File: src/rtl/wb_port_arbiter_pkg.sv
// Shared definitions for the register-file write-port arbiter and its result FIFO.
package wb_port_arbiter_pkg;

  localparam int unsigned REG_ADDR_W = 5;
  localparam int unsigned XLEN       = 32;
  localparam int unsigned NUM_REGS   = 32;

  typedef struct packed {
    logic [REG_ADDR_W-1:0] addr;
    logic [XLEN-1:0]       data;
  } wb_req_t;

  typedef enum logic [1:0] {
    GNT_NONE,
    GNT_A,
    GNT_B
  } grant_e;

endpackage

File: src/rtl/wb_port_arbiter_if.sv
// Requester handshakes and register-file write signals of the write-port arbiter.
interface wb_port_arbiter_if;
  import wb_port_arbiter_pkg::*;

  logic                  a_valid;
  logic [REG_ADDR_W-1:0] a_addr;
  logic [XLEN-1:0]       a_data;
  logic                  a_stall;
  logic                  b_valid;
  logic                  b_ready;
  logic [REG_ADDR_W-1:0] b_addr;
  logic [XLEN-1:0]       b_data;
  logic                  rf_wren;
  logic [REG_ADDR_W-1:0] rf_addr_w;
  logic [XLEN-1:0]       rf_data_w;
  logic [NUM_REGS-1:0]   b_pending;

  modport master (
    output a_valid, a_addr, a_data, b_valid, b_addr, b_data,
    input  a_stall, b_ready, rf_wren, rf_addr_w, rf_data_w, b_pending
  );

  modport slave (
    input  a_valid, a_addr, a_data, b_valid, b_addr, b_data,
    output a_stall, b_ready, rf_wren, rf_addr_w, rf_data_w, b_pending
  );

endinterface

File: src/rtl/wb_port_arbiter_fifo.sv
// Synchronous FIFO of write-back requests; pointers carry a wrap bit to tell full from empty.
module wb_fifo
  import wb_port_arbiter_pkg::*;
#(
  parameter int unsigned DEPTH = 2
) (
  input  logic    clk,
  input  logic    aclr,
  input  logic    push,
  input  wb_req_t push_data,
  input  logic    pop,
  output logic    full,
  output logic    empty,
  output wb_req_t head
);

  localparam int unsigned AW = (DEPTH > 1) ? $clog2(DEPTH) : 1;

  logic [AW:0] wr_ptr_q, wr_ptr_d;
  logic [AW:0] rd_ptr_q, rd_ptr_d;
  wb_req_t     mem_q [DEPTH];
  wb_req_t     mem_d [DEPTH];

  assign empty = (wr_ptr_q == rd_ptr_q);
  assign full  = (wr_ptr_q[AW] != rd_ptr_q[AW]) &&
                 (wr_ptr_q[AW-1:0] == rd_ptr_q[AW-1:0]);
  assign head  = mem_q[rd_ptr_q[AW-1:0]];

  always_comb begin
    wr_ptr_d = wr_ptr_q;
    rd_ptr_d = rd_ptr_q;
    mem_d    = mem_q;
    if (push && !full) begin
      mem_d[wr_ptr_q[AW-1:0]] = push_data;
      wr_ptr_d                = wr_ptr_q + 1'b1;
    end
    if (pop && !empty) begin
      rd_ptr_d = rd_ptr_q + 1'b1;
    end
  end

  always_ff @(posedge clk or posedge aclr) begin
    if (aclr) begin
      wr_ptr_q <= '0;
      rd_ptr_q <= '0;
      for (int unsigned i = 0; i < DEPTH; i++) begin
        mem_q[i] <= '0;
      end
    end else begin
      wr_ptr_q <= wr_ptr_d;
      rd_ptr_q <= rd_ptr_d;
      mem_q    <= mem_d;
    end
  end

endmodule

File: src/rtl/wb_port_arbiter.sv
// Register-file write-port arbiter: pipeline writeback (A) has priority, buffered
// long-latency results (B) are forced through after MAX_WAIT lost cycles.
module wb_port_arbiter
  import wb_port_arbiter_pkg::*;
#(
  parameter int unsigned FIFO_DEPTH = 2,
  parameter int unsigned MAX_WAIT   = 4
) (
  input  logic              clk,
  input  logic              aclr,
  wb_port_arbiter_if.slave  bus
);

  localparam int unsigned CNT_W      = $clog2(FIFO_DEPTH) + 1;
  localparam logic [3:0]  MAX_WAIT_L = 4'(MAX_WAIT);

  logic    a_req, b_req, force_b;
  grant_e  gnt;
  logic    push, pop;
  logic    fifo_full, fifo_empty;
  wb_req_t fifo_head, push_req;

  logic [3:0]            wait_q, wait_d;
  logic                  rf_wren_q, rf_wren_d;
  logic [REG_ADDR_W-1:0] rf_addr_q, rf_addr_d;
  logic [XLEN-1:0]       rf_data_q, rf_data_d;
  logic [CNT_W-1:0]      pend_cnt_q [NUM_REGS];
  logic [CNT_W-1:0]      pend_cnt_d [NUM_REGS];
  logic [NUM_REGS-1:0]   pend_vec;

  assign push_req = '{addr: bus.b_addr, data: bus.b_data};

  wb_fifo #(
    .DEPTH (FIFO_DEPTH)
  ) u_fifo (
    .clk       (clk),
    .aclr      (aclr),
    .push      (push),
    .push_data (push_req),
    .pop       (pop),
    .full      (fifo_full),
    .empty     (fifo_empty),
    .head      (fifo_head)
  );

  always_comb begin
    a_req   = bus.a_valid && (bus.a_addr != '0);
    b_req   = !fifo_empty;
    force_b = a_req && b_req && (wait_q == MAX_WAIT_L);

    gnt = GNT_NONE;
    if (b_req && (!a_req || force_b)) begin
      gnt = GNT_B;
    end else if (a_req) begin
      gnt = GNT_A;
    end

    pop  = (gnt == GNT_B);
    // Readiness comes from the current count only, so a same-cycle pop never frees a slot.
    push = bus.b_valid && !fifo_full && (bus.b_addr != '0);

    wait_d = wait_q;
    if (fifo_empty || (gnt == GNT_B)) begin
      wait_d = '0;
    end else if (a_req) begin
      wait_d = wait_q + 4'd1;
    end

    rf_wren_d = (gnt != GNT_NONE);
    rf_addr_d = rf_addr_q;
    rf_data_d = rf_data_q;
    case (gnt)
      GNT_A: begin
        rf_addr_d = bus.a_addr;
        rf_data_d = bus.a_data;
      end
      GNT_B: begin
        rf_addr_d = fifo_head.addr;
        rf_data_d = fifo_head.data;
      end
      default: ;
    endcase
  end

  // Per-register occupancy counts; a matching push and pop in one cycle cancel out.
  always_comb begin
    pend_cnt_d = pend_cnt_q;
    pend_vec   = '0;
    for (int unsigned i = 0; i < NUM_REGS; i++) begin
      if ((push && (bus.b_addr == REG_ADDR_W'(i))) &&
          !(pop && (fifo_head.addr == REG_ADDR_W'(i)))) begin
        pend_cnt_d[i] = pend_cnt_q[i] + CNT_W'(1);
      end else if (!(push && (bus.b_addr == REG_ADDR_W'(i))) &&
                   (pop && (fifo_head.addr == REG_ADDR_W'(i)))) begin
        pend_cnt_d[i] = pend_cnt_q[i] - CNT_W'(1);
      end
      pend_vec[i] = (pend_cnt_q[i] != '0);
    end
  end

  always_ff @(posedge clk or posedge aclr) begin
    if (aclr) begin
      wait_q    <= '0;
      rf_wren_q <= 1'b0;
      rf_addr_q <= '0;
      rf_data_q <= '0;
      for (int unsigned i = 0; i < NUM_REGS; i++) begin
        pend_cnt_q[i] <= '0;
      end
    end else begin
      wait_q     <= wait_d;
      rf_wren_q  <= rf_wren_d;
      rf_addr_q  <= rf_addr_d;
      rf_data_q  <= rf_data_d;
      pend_cnt_q <= pend_cnt_d;
    end
  end

  assign bus.a_stall   = force_b;
  assign bus.b_ready   = !fifo_full;
  assign bus.rf_wren   = rf_wren_q;
  assign bus.rf_addr_w = rf_addr_q;
  assign bus.rf_data_w = rf_data_q;
  assign bus.b_pending = pend_vec;

endmodule

File: src/flat_wrapper.sv
// flat-port wrapper written by rule: the top's interface ports become plain ports
module wb_port_arbiter_flat import wb_port_arbiter_pkg::*;
#(
  parameter int unsigned FIFO_DEPTH = 2,
  parameter int unsigned MAX_WAIT   = 4
)
  (clk, aclr, bus_a_valid, bus_a_addr, bus_a_data, bus_b_valid, bus_b_addr, bus_b_data, bus_a_stall, bus_b_ready, bus_rf_wren, bus_rf_addr_w, bus_rf_data_w, bus_b_pending);
  wb_port_arbiter_if bus_i ();
  input  logic clk;
  input  logic aclr;
  input wire logic [$bits(bus_i.a_valid)-1:0] bus_a_valid;
  input wire logic [$bits(bus_i.a_addr)-1:0] bus_a_addr;
  input wire logic [$bits(bus_i.a_data)-1:0] bus_a_data;
  input wire logic [$bits(bus_i.b_valid)-1:0] bus_b_valid;
  input wire logic [$bits(bus_i.b_addr)-1:0] bus_b_addr;
  input wire logic [$bits(bus_i.b_data)-1:0] bus_b_data;
  output wire logic [$bits(bus_i.a_stall)-1:0] bus_a_stall;
  output wire logic [$bits(bus_i.b_ready)-1:0] bus_b_ready;
  output wire logic [$bits(bus_i.rf_wren)-1:0] bus_rf_wren;
  output wire logic [$bits(bus_i.rf_addr_w)-1:0] bus_rf_addr_w;
  output wire logic [$bits(bus_i.rf_data_w)-1:0] bus_rf_data_w;
  output wire logic [$bits(bus_i.b_pending)-1:0] bus_b_pending;
  assign bus_i.a_valid = bus_a_valid;
  assign bus_i.a_addr = bus_a_addr;
  assign bus_i.a_data = bus_a_data;
  assign bus_i.b_valid = bus_b_valid;
  assign bus_i.b_addr = bus_b_addr;
  assign bus_i.b_data = bus_b_data;
  assign bus_a_stall = bus_i.a_stall;
  assign bus_b_ready = bus_i.b_ready;
  assign bus_rf_wren = bus_i.rf_wren;
  assign bus_rf_addr_w = bus_i.rf_addr_w;
  assign bus_rf_data_w = bus_i.rf_data_w;
  assign bus_b_pending = bus_i.b_pending;
  wb_port_arbiter #(.FIFO_DEPTH(FIFO_DEPTH), .MAX_WAIT(MAX_WAIT)) u_core (.clk(clk), .aclr(aclr), .bus(bus_i));
endmodule
File: config.mk
export PLATFORM = sky130hd
export DESIGN_NAME = wb_port_arbiter_flat
export DESIGN_NICKNAME = d
export VERILOG_FILES = /design/src/rtl/wb_port_arbiter_pkg.sv /design/src/rtl/wb_port_arbiter_if.sv /design/src/rtl/wb_port_arbiter_fifo.sv /design/src/rtl/wb_port_arbiter.sv /design/src/flat_wrapper.sv
export SDC_FILE = /design/constraint.sdc
export NUM_CORES = 1
export LEC_CHECK = 0
export BUFFER_PORTS_ARGS = -buffer_cell sky130_fd_sc_hd__buf_4
export CORE_MARGIN = 2
export CORE_UTILIZATION = 55
export CTS_CLUSTER_DIAMETER = 120
export DETAILED_ROUTE_END_ITERATION = 6
export HOLD_SLACK_MARGIN = 0.12
export PLACE_DENSITY = 0.78
export SYNTH_ARGS = -nofsm -noshare
export SYNTH_HDL_FRONTEND = slang
export SYNTH_HIERARCHICAL = 1
export SYNTH_SLANG_ARGS = --single-unit
File: constraint.sdc
create_clock -name clk -period 9.8 [get_ports clk]
set_clock_uncertainty 0.05 [all_clocks]
set_input_delay 1.47 -clock clk [delete_from_list [all_inputs] [get_ports clk]]
set_output_delay 1.47 -clock clk [all_outputs]
set_load 0.05 [all_outputs]
==> impl_metrics.toml <==
[yosys]
synthDominantAreaCellType = "dfrtp_1"
nets_in_the_synthesized_netlist = 852
synth.yosys.seq_area_share_pct = 50.7
muxShareOfSynthArea_pct = 14.3
synth.most_common_cell = "dfrtp_1"
synth_xor_xnor_area_share_pct = 9.55
synth.cell_area_um2 = 9080
syn_inst = 740
synth_flop_cell = "dfrtp_1"
synth_enable_flop_cells = 0
postSynthAreaPerCell_um2 = 12.3
synthArstFlopShare_pct = 100
synth.top_cell.area_share_pct = 50.7
synth_top_family_by_area = "multiplexers"
synthAdderAreaFrac_pct = 4.69
ranking_of_synthesized_cells_by_instance_count = "184 x dfrtp_1, 109 x mux2_2, 69 x nor2_1"
yosys.cell_types.count = 40
synth_top_cells_by_area = "dfrtp_1 51%, mux2_2 14%, xor2_1 6.3%"
yosys.area_share.simple_pct = 13.0
postSynthRegisterBits = 184
ys.warnings.count = 6
synth-compound-area-share_pct = 4.91

[run_status]
outcome = "complete, no violations"

[critical_path]
start_kind = "register"
worst_path_required_ps = 8280
endpoint_kind = "output pin"
type_of_the_worst_setup_path = "register to output pin"
path_max_fanout = 45
arrival_time_reported_for_the_critical_path_endpoint_ps = 3320

[timing]
tightestPinTransition_ps = 1130
period_share_pct = 49.4
timing.max_slew.rel_slack_pct = 24.8
slew_violations = 0
setup_tns_ps = 0
setup_ws_ps = 4960
timing.final.hold_violations = 0
rsz_0062_raised_after_global_routing = "false"
maxClockFrequency_mhz = 207
finish_stage_setup_viols = 0
shortest_period_the_worst_path_allows_ps = 4840
fin_worst_hold_slack_ps = 408

[place]
gp_congestion = 0.828
numPortBuffers = 149
placedInstanceArea_um2 = 10300
placed_cells_incl_taps = 1078
dp_hpwl_mm = 14.1
placement.setup.worst_slack_ps = 5360

[clock_network]
clock-root-buffer = "clkbuf_16"
post_cts.resized_instances = 0
path_clk_slew_ps = 70
postCtsSetupRepairBufs = 0
post_cts_hold_buffer_count = 0
cts_buffers = 17
htree_levels = 4
clock_path_buffers = 2
cts_sinks = 184
clock_network_latency_to_the_later_pin_of_the_worst_skew_pair_ps = 430
cts_tree = "done"

[floorplanning]
num_rows = 46
die_h_um = 132
die_w_um = 132
core-area_um2 = 16000
initial_utilization_pct = 56.7
design.portCount = 150
dieArea_um2 = 17600

[detailed_routing]
drt_pre_antenna_iters = 5
drc_errors_left = 0
via_per_inst = 5.51
drtIter0Drc = 264
total_vias_in_the_final_route = 6120
drtAntennaViolNets = 0
route.detailed.wl_per_inst_um = 18.2
drt_total_wl_mm = 20.2

[layout]
syn2layout_area_growth_pct = 19.6
postLayoutCellArea_um2 = 10900
final_cell_count_no_fill = 1110
insertedDiodeCount = 0
fill_cell_count = 1208
final_util_pct = 67.9
drive_above_1_share_pct = 38.1
nets = 993

[grt]
grt_antenna_before_repair = 0
use_met2_pct = 41.5
global_route_wire_length_before_repair_mm = 33.2
grtUsageMet3_pct = 6.48
global_route_layer_with_the_greatest_usage = "met2"
grt_util_met1_pct = 29.2
grt.overflow.total = 0
globalRouteTotalUtil_pct = 24.0
first_global_vias = 6639
maximum_number_of_pins_on_one_net_before_global_route_repair = 88

[power]
post-layout-total-power_mw = 4.20
power_density_over_cell_area_nw_per_um2 = 387
vdd.ir_drop.worst_mv = 0.200
p_leak_nw = 4.98

[worst_hold_path]
timing.hold.worst.class = "register to register"

[flow_run]
max-cap-violations = 0
## final timing paths
check	endpoint	slack (ps)	startpoint	depth (start not counted)
min	u_core/pend_cnt_q[19]	410	u_core/pend_cnt_q[19]	1
max reg2reg	u_core/u_fifo/rd_ptr_q[1]	5320	u_core/u_fifo/rd_ptr_q[0]	8
max	bus_a_stall	4960	u_core/u_fifo/rd_ptr_q[0]	5
max in group asynchronous	u_core/wait_q[2]	7350	aclr	3
min reg2reg	u_core/pend_cnt_q[19]	410	u_core/pend_cnt_q[19]	1
min in group asynchronous	u_core/bus.rf_data_w[21]	940	aclr	2
## routing by layer
| layer | vias up | part of all wire (%) |
|---|---|---|
| li1 | 2847 | - |
| met1 | 3108 | 42 |
| met2 | 144 | 51 |
| met3 | 21 | 5.7 |
| met4 | 0 | 1.7 |
| met5 | - | 0 |
## critical path: stages, from the launching register on
cell	delay [ps]
dfrtp_2	1080
xor2_1	290
nor2_4	850
nand4bb_1	350
nor2_1	100
buf_4	200
## flip-flops by register name, indices dropped and copies added, names as in the netlist
register                flops
u_core/bus.rf_addr_w        5
u_core/bus.rf_data_w       32
u_core/bus.rf_wren          1
u_core/pend_cnt_q          64
u_core/u_fifo/mem_q        74
u_core/u_fifo/rd_ptr_q      2
u_core/u_fifo/wr_ptr_q      2
u_core/wait_q               4
## report_power, final
group | internal (mW) | total (mW) | leakage, nW | switching (mW)
registers | 1.14 | 1.44 | 2.21 | 0.295
logic | 0.886 | 2.11 | 2.49 | 1.22
clock network | 0.335 | 0.652 | 0.271 | 0.317
total | 2.36 | 4.20 | 4.98 | 1.83
## cell families after synthesis
logic type	Yosys count
AND/OR/NAND/NOR	219
flip-flops	184
multiplexers	115
XOR/XNOR	99
AO/OA/AOI/OAI	46
buffers and inverters	43
adder cells (fa/ha/maj)	34
## cell type report
class | count | area, um^2 | area share (%)
clock inverter | 15 | 136 | 1.26
clock buffer | 17 | 425 | 3.92
tap | 216 | 270 | 2.49
multi-input combinational | 513 | 4220 | 38.8
inverter | 10 | 40.0 | 0.369
sequential | 184 | 4610 | 42.4
timing repair buffer | 155 | 1160 | 10.7
## layout by cell type, fill, tap and decap left out, types with 4 or more instances in the layout
cell type and count:
ha_1 34, nor3b_1 35, or2_2 32, nand2_1 41, nor2_1 68, clkbuf_16 17
mux2_2 109, xor2_1 65, clkinv_4 6, a221o_1 37, dfrtp_1 183, or3_1 4
and3_1 5, xnor2_1 34, o21ai_0 4, nand3_1 4, nor3_1 7, inv_1 8
buf_4 155, nand2b_1 8, inv_6 4
Power figures use the tool's default switching activity.
